==> src/rtl/fall_pkg.sv <==
// Purpose: shared definitions for the falling-character engine (game states, ASCII constants, saturating add).
// Latency: n/a (types, constants and a pure function only).
// Backpressure: n/a.
package fall_pkg;

  typedef enum logic [1:0] {
    ST_IDLE = 2'd0,
    ST_PLAY = 2'd1,
    ST_OVER = 2'd2
  } state_t;

  // Enter key; the front end turns it into the start pulse.
  localparam logic [7:0] ASCII_ENTER = 8'h0D;

  // Adds inc to val and clamps the result at max_val.
  function automatic logic [31:0] sat_inc(input logic [31:0] val,
                                          input logic [31:0] inc,
                                          input logic [31:0] max_val);
    logic [32:0] sum;
    sum = {1'b0, val} + {1'b0, inc};
    if (sum > {1'b0, max_val}) return max_val;
    return sum[31:0];
  endfunction

endpackage

==> src/rtl/lane_match_picker.sv <==
// Purpose: picks the lane a key press removes: active, same char, lowest on screen (largest y), lowest index on ties.
// Latency: combinational.
// Backpressure: none.
// Ports: active/char_vec/y_vec per-lane state, key_ascii pressed key; hit = some lane matches, hit_lane = winner.
module lane_match_picker #(
  parameter int NUM_LANES = 8,
  parameter int Y_W       = 10,
  parameter int LANE_W    = $clog2(NUM_LANES)
) (
  input  logic [NUM_LANES-1:0]          active,
  input  logic [NUM_LANES-1:0][7:0]     char_vec,
  input  logic [NUM_LANES-1:0][Y_W-1:0] y_vec,
  input  logic [7:0]                    key_ascii,
  output logic                          hit,
  output logic [LANE_W-1:0]             hit_lane
);

  logic [Y_W-1:0] best_y;

  // Ascending scan with a strict compare: an equal y never displaces an
  // earlier winner, which gives the lowest-index tiebreak.
  always_comb begin
    hit      = 1'b0;
    hit_lane = '0;
    best_y   = '0;
    for (int i = 0; i < NUM_LANES; i++) begin
      if (active[i] && (char_vec[i] == key_ascii) && (!hit || (y_vec[i] > best_y))) begin
        hit      = 1'b1;
        hit_lane = LANE_W'(i);
        best_y   = y_vec[i];
      end
    end
  end

endmodule

==> src/rtl/fall_lane_engine.sv <==
// Purpose: NUM_LANES falling-character lanes plus the IDLE/PLAY/OVER game FSM, score and miss counters.
// Latency: lane/score/miss state updates on the next clk edge; rd_* read port has 1-cycle latency.
// Backpressure: spawn_ready (combinational) drops when not in PLAY or the target lane is occupied; the generator retries.
// Ports: start/tick pulses; spawn_valid/ready + lane/char/speed; key_valid + key_ascii;
//        rd_lane -> rd_active/rd_char/rd_y; score, misses, state, game_over for the HUD.
// Build option: define WRONG_KEY_PENALTY_EN to count an unmatched key press in PLAY as a miss.
module fall_lane_engine
  import fall_pkg::*;
#(
  parameter int NUM_LANES  = 8,
  parameter int Y_W        = 10,
  parameter int SPEED_W    = 3,
  parameter int BOTTOM     = 480,
  parameter int SCORE_W    = 8,
  parameter int MAX_MISSES = 3,
  parameter int LANE_W     = $clog2(NUM_LANES)
) (
  input  logic               clk,
  input  logic               rst_n,
  input  logic               start,
  input  logic               tick,
  input  logic               spawn_valid,
  output logic               spawn_ready,
  input  logic [LANE_W-1:0]  spawn_lane,
  input  logic [7:0]         spawn_char,
  input  logic [SPEED_W-1:0] spawn_speed,
  input  logic               key_valid,
  input  logic [7:0]         key_ascii,
  input  logic [LANE_W-1:0]  rd_lane,
  output logic               rd_active,
  output logic [7:0]         rd_char,
  output logic [Y_W-1:0]     rd_y,
  output logic [SCORE_W-1:0] score,
  output logic [SCORE_W-1:0] misses,
  output logic [1:0]         state,
  output logic               game_over
);

  localparam logic [Y_W:0]       BOTTOM_V = (Y_W+1)'(BOTTOM);
  localparam logic [SCORE_W-1:0] MAX_M    = SCORE_W'(MAX_MISSES);
  localparam logic [31:0]        SAT_MAX  = 32'((64'd1 << SCORE_W) - 64'd1);

  state_t                              state_q, state_d;
  logic [NUM_LANES-1:0]                active_q, active_d;
  logic [NUM_LANES-1:0][7:0]           char_q, char_d;
  logic [NUM_LANES-1:0][Y_W-1:0]       y_q, y_d;
  logic [NUM_LANES-1:0][SPEED_W-1:0]   speed_q, speed_d;
  logic [SCORE_W-1:0]                  score_q, score_d;
  logic [SCORE_W-1:0]                  misses_q, misses_d;

  logic                                hit;
  logic [LANE_W-1:0]                   hit_lane;
  logic [7:0]                          miss_cnt;
  logic [Y_W:0]                        y_sum;
  logic                                clear_all;
  logic                                spawn_lane_ok;
  logic                                rd_lane_ok;

  lane_match_picker #(
    .NUM_LANES (NUM_LANES),
    .Y_W       (Y_W),
    .LANE_W    (LANE_W)
  ) u_picker (
    .active    (active_q),
    .char_vec  (char_q),
    .y_vec     (y_q),
    .key_ascii (key_ascii),
    .hit       (hit),
    .hit_lane  (hit_lane)
  );

  // Lane indices beyond NUM_LANES exist only when NUM_LANES is not a power of two.
  assign spawn_lane_ok = 32'(spawn_lane) < NUM_LANES;
  assign rd_lane_ok    = 32'(rd_lane) < NUM_LANES;
  assign spawn_ready   = (state_q == ST_PLAY) && spawn_lane_ok && !active_q[spawn_lane];

  always_comb begin
    state_d   = state_q;
    active_d  = active_q;
    char_d    = char_q;
    y_d       = y_q;
    speed_d   = speed_q;
    score_d   = score_q;
    misses_d  = misses_q;
    miss_cnt  = '0;
    y_sum     = '0;
    clear_all = 1'b0;

    case (state_q)
      ST_IDLE, ST_OVER: begin
        if (start) begin
          state_d   = ST_PLAY;
          score_d   = '0;
          misses_d  = '0;
          clear_all = 1'b1;
        end
      end

      ST_PLAY: begin
        // Key removal is applied first so a lane typed on the same cycle
        // it would have crossed BOTTOM is neither moved nor missed.
        if (key_valid && hit) begin
          active_d[hit_lane] = 1'b0;
          score_d            = SCORE_W'(sat_inc(32'(score_q), 32'd1, SAT_MAX));
        end
`ifdef WRONG_KEY_PENALTY_EN
        if (key_valid && !hit) begin
          miss_cnt = miss_cnt + 8'd1;
        end
`endif
        if (tick) begin
          for (int i = 0; i < NUM_LANES; i++) begin
            if (active_d[i]) begin
              y_sum = {1'b0, y_q[i]} + (Y_W+1)'(speed_q[i]);
              if (y_sum >= BOTTOM_V) begin
                active_d[i] = 1'b0;
                miss_cnt    = miss_cnt + 8'd1;
              end else begin
                y_d[i] = y_sum[Y_W-1:0];
              end
            end
          end
        end
        // The spawn target was inactive, so the tick loop above never touched it.
        if (spawn_valid && spawn_ready) begin
          active_d[spawn_lane] = 1'b1;
          y_d[spawn_lane]      = '0;
          char_d[spawn_lane]   = spawn_char;
          speed_d[spawn_lane]  = (spawn_speed == '0) ? SPEED_W'(1) : spawn_speed;
        end
        misses_d = SCORE_W'(sat_inc(32'(misses_q), 32'(miss_cnt), SAT_MAX));
        if (misses_d >= MAX_M) begin
          state_d   = ST_OVER;
          clear_all = 1'b1;
        end
      end

      default: state_d = ST_IDLE;
    endcase

    if (clear_all) begin
      active_d = '0;
      char_d   = '0;
      y_d      = '0;
      speed_d  = '0;
    end
  end

  always_ff @(posedge clk) begin
    if (!rst_n) begin
      state_q  <= ST_IDLE;
      active_q <= '0;
      char_q   <= '0;
      y_q      <= '0;
      speed_q  <= '0;
      score_q  <= '0;
      misses_q <= '0;
    end else begin
      state_q  <= state_d;
      active_q <= active_d;
      char_q   <= char_d;
      y_q      <= y_d;
      speed_q  <= speed_d;
      score_q  <= score_d;
      misses_q <= misses_d;
    end
  end

  // Renderer read port: registers the lane state as it stood after the previous edge.
  always_ff @(posedge clk) begin
    if (!rst_n || !rd_lane_ok) begin
      rd_active <= 1'b0;
      rd_char   <= '0;
      rd_y      <= '0;
    end else begin
      rd_active <= active_q[rd_lane];
      rd_char   <= char_q[rd_lane];
      rd_y      <= y_q[rd_lane];
    end
  end

  assign score     = score_q;
  assign misses    = misses_q;
  assign state     = state_q;
  assign game_over = (state_q == ST_OVER);

endmodule

==> config.mk <==
export PLATFORM = sky130hd
export DESIGN_NAME = fall_lane_engine
export DESIGN_NICKNAME = d
export VERILOG_FILES = /design/src/rtl/fall_pkg.sv /design/src/rtl/lane_match_picker.sv /design/src/rtl/fall_lane_engine.sv
export SDC_FILE = /design/constraint.sdc
export NUM_CORES = 1
export LEC_CHECK = 0
export CAP_MARGIN = 20
export CORE_UTILIZATION = 67
export DETAILED_ROUTE_END_ITERATION = 16
export GPL_TIMING_DRIVEN = 0
export PLACE_DENSITY_LB_ADDON = 0.1
export SYNTH_ARGS = -nofsm -noshare
export SYNTH_HDL_FRONTEND = slang
export SYNTH_SLANG_ARGS = --single-unit
==> constraint.sdc <==
create_clock -name clk -period 67.6 [get_ports clk]
set_input_delay 13.52 -clock clk [delete_from_list [all_inputs] [get_ports clk]]
set_output_delay 13.52 -clock clk [all_outputs]
set_load 0.01 [all_outputs]
==> impl_metrics.json <==
{
  "synth_edf_count": 0,
  "cts_tree": "built",
  "synth_top_area_share_pct": 28.4,
  "r2r_cells": 105,
  "htreeDepth": 1,
  "dr.pass1.iters": 6,
  "ir_drop_v": 0.0000248,
  "ys_ff_latch": 213,
  "cts_buffers": 24,
  "start_util_pct": 68.7,
  "portBuffers": 47,
  "rsz0062_at_grt": "no",
  "grt_max_degree": 15,
  "power.density_nw_per_um2": 18.6,
  "grt_pass1_vias": 14000,
  "layout-drive-gt1-share_pct": 6.82,
  "grt_overflow": 0,
  "crit_top_cell": "ha_1",
  "dp_hpwl_mm": 38.8,
  "rr_startpoint": "active_q[0]",
  "r2r_setup_slack_ps": 41510,
  "fin_crit_sh_pct": 57.4,
  "wl_per_cell_um": 22.7,
  "yosysTopAreaCell": "dfxtp_1",
  "cp.required_ps": 67980,
  "cp-end-kind": "flop",
  "cts-hold-fix-buffers": 0,
  "hold_viol": 0,
  "synthArstFlopShare_pct": 0,
  "clk_pin_slew_ps": 70,
  "core_area_sq_um": 21900,
  "grtUsageTotal_pct": 44.3,
  "power_leakage_nw": 6.08,
  "postRouteAntennaNets": 0,
  "insertion_delay_ps": 550,
  "avgSynthCellArea_sq_um": 7.91,
  "gp_congestion": 1.04,
  "yosysSeqAreaShare_pct": 28.4,
  "tightest_slew_ps": 1210,
  "ctsResizeCount": 0,
  "synthTopCellsByArea": "dfxtp_1 28%, ha_1 9.2%, nand2_1 7.3%",
  "ioPinCount": 70,
  "critPathMaxStageDelay_ps": 770,
  "antenna_found_initial": 0,
  "met2_usage_pct": 68.3,
  "num_vias": 15300,
  "clock.fmax_mhz": 25.8,
  "fin_nets": 2128,
  "grt_first_pass_wirelength_mm": 76.9,
  "hold_class": "flop to flop",
  "path_class": "input port to flop",
  "drc": 0,
  "hold_depth": 2,
  "areaGrowthSynthToFinish_pct": 12.1,
  "hold_end": "char_q[48]",
  "dieArea_sq_um": 23000,
  "cp.arrival_ps": 39160,
  "groute.layer.met3.usage_pct": 11.7,
  "busiest_layer": "met2",
  "worst_hold_startpoint": "char_q[48]",
  "post_cts_buffers": 0,
  "fin_skew_ps": 20.0,
  "clock-sinks": 213,
  "insertedDiodeCount": 0,
  "total_power_mw": 0.314,
  "crit_path_start_kind": "input port",
  "maxCapViolCount": 0,
  "die_y_um": 152,
  "netlist_area_sq_um": 15000,
  "synth_cell_types": 77,
  "routed_wl_mm": 51.5,
  "worst_r2r_endpoint": "char_q[63]",
  "ys_warn_count": 0,
  "cpMaxStageDelayCell": "o32ai_1",
  "setup-violations-final": 0,
  "fin_crit_ps": 38790,
  "synthCells": 1901,
  "max-clock-path-buffers": 3,
  "cts_root_buf": "clkbuf_16",
  "synth_flop_cell": "dfxtp_1",
  "grt_use_met1_pct": 55.6,
  "num_rows": 54,
  "avgViaCountPerCell": 6.73,
  "outcome": "finished clean",
  "crit_fanout": 10,
  "fp.dieW_um": 152,
  "finalSetupTns_ps": 0,
  "relSlewSlack_pct": 19.1,
  "drtIter0Drc": 1681,
  "finalMaxSlewViolations": 0
}
[synthesized netlist by cell type (all sizes together), types with 4 or more instances]
library cell  number
nand2            292
dfxtp            213
a21oi            209
nor2             207
ha               111
xnor2             90
clkbuf            79
inv               78
nor3              62
o21ai             60
nand3             46
nand4             41
mux4              40
mux2i             32
xor2              30
a31oi             24
buf               24
nand2b            22
a211oi            20
a21o              19
nor2b             17
or3               14
mux2              13
o31ai             13
a22oi             11
and3              11
nor4              11
o211ai            11
o21a              11
fa                 9
or2                8
a311oi             6
o21bai             6
or4                5
nor3b              4
o22ai              4
[worst max-delay path, delay by kind of cell]
kind                     cells  cell delay (ps)
AND/OR/NAND/NOR             28             5210
XOR/XNOR                     1              200
buffers and inverters       19             5350
multiplexers                 5             1540
adder cells (fa/ha/maj)     16             4640
AO/OA/AOI/OAI               38             8650
[per-stage QoR]
stage | instances | cell area, sq um | setup slack (ps) | hold slack, ps | utilization (%)
after floorplan | 1902 | 15000 | 34130 | 441 | -
final | 2274 | 16800 | 28810 | 483 | 77.0
after detailed placement | 2230 | 15900 | 29340 | 456 | 72.5
after CTS | 2273 | 16800 | 29570 | 466 | 76.9
after global placement | 2229 | 15900 | 29620 | 450 | 72.4
after global routing | 2274 | 16800 | 27470 | 501 | 77.0
[cell usage in the layout (no fill, tap or decap), types with 40 or more instances in the layout]
cell type          n
ha_1             111
inv_1             77
nand3_1           46
dfxtp_1          213
xnor2_1           89
nor2_1           207
nor3_1            58
clkbuf_1          79
nand2_1          292
mux4_2            40
clkdlybuf4s50_1   47
o21ai_0           57
a21oi_1          209
[power breakdown]
part | internal (mW) | total (mW) | leakage (nW) | switching, mW
clock | 0.106 | 0.164 | 0.480 | 0.0579
combinational | 0.00683 | 0.0233 | 3.88 | 0.0165
sequential | 0.126 | 0.127 | 1.72 | 0.000637
[area by class of cell]
type,count,area [sq um]
clock buffers,29,681
inverters,79,297
clock inverters,14,298
plain buffers,103,444
repair buffers,49,483
multi-input cells,1507,10000
fillers,1644,5040
flip-flops and latches,213,4260
well taps,280,350
[metal layers]
| metal | part of all wire, % | vias to the layer above |
|---|---|---|
| li1 | - | 6884 |
| met1 | 37 | 7106 |
| met2 | 43 | 1100 |
| met3 | 13 | 218 |
| met4 | 6.4 | 0 |
| met5 | 0 | - |
[cells by family (layout without fill, tap and decap cells)]
logic type	Yosys count	after routing	synth area share, %
muxes	85	85	9.10
and+or+nand+nor	754	754	22.7
xor gates and xnor gates	122	122	7.36
buffers and inverters	182	274	4.93
adders and majority gates	122	122	10.6
DFF	213	213	28.4
other	1	2	0.0249
AOI/OAI and AO/OA	422	422	17.0
[sequential cells by signal, summed over array words and instances, names as in the netlist]
signal,cells
misses,8
y_q,80
char_q,64
rd_y,10
state,2
score,8
active_q,8
speed_q,24
rd_active,1
rd_char,8
[worst max path at each step]
stage / cells after the start / slack [ps] / from / end
6_report: 107 / 28810 / key_ascii[4] / char_q[63]
5_1_grt: 108 / 27470 / key_ascii[4] / y_q[2]
4_1_cts: 107 / 29570 / key_ascii[4] / y_q[2]
3_5_place_dp: 107 / 29340 / key_ascii[1] / y_q[2]
3_3_place_gp: 107 / 29620 / key_ascii[7] / y_q[1]
2_1_floorplan: 107 / 34130 / key_ascii[4] / y_q[16]
(Power assumes the default switching activity.)
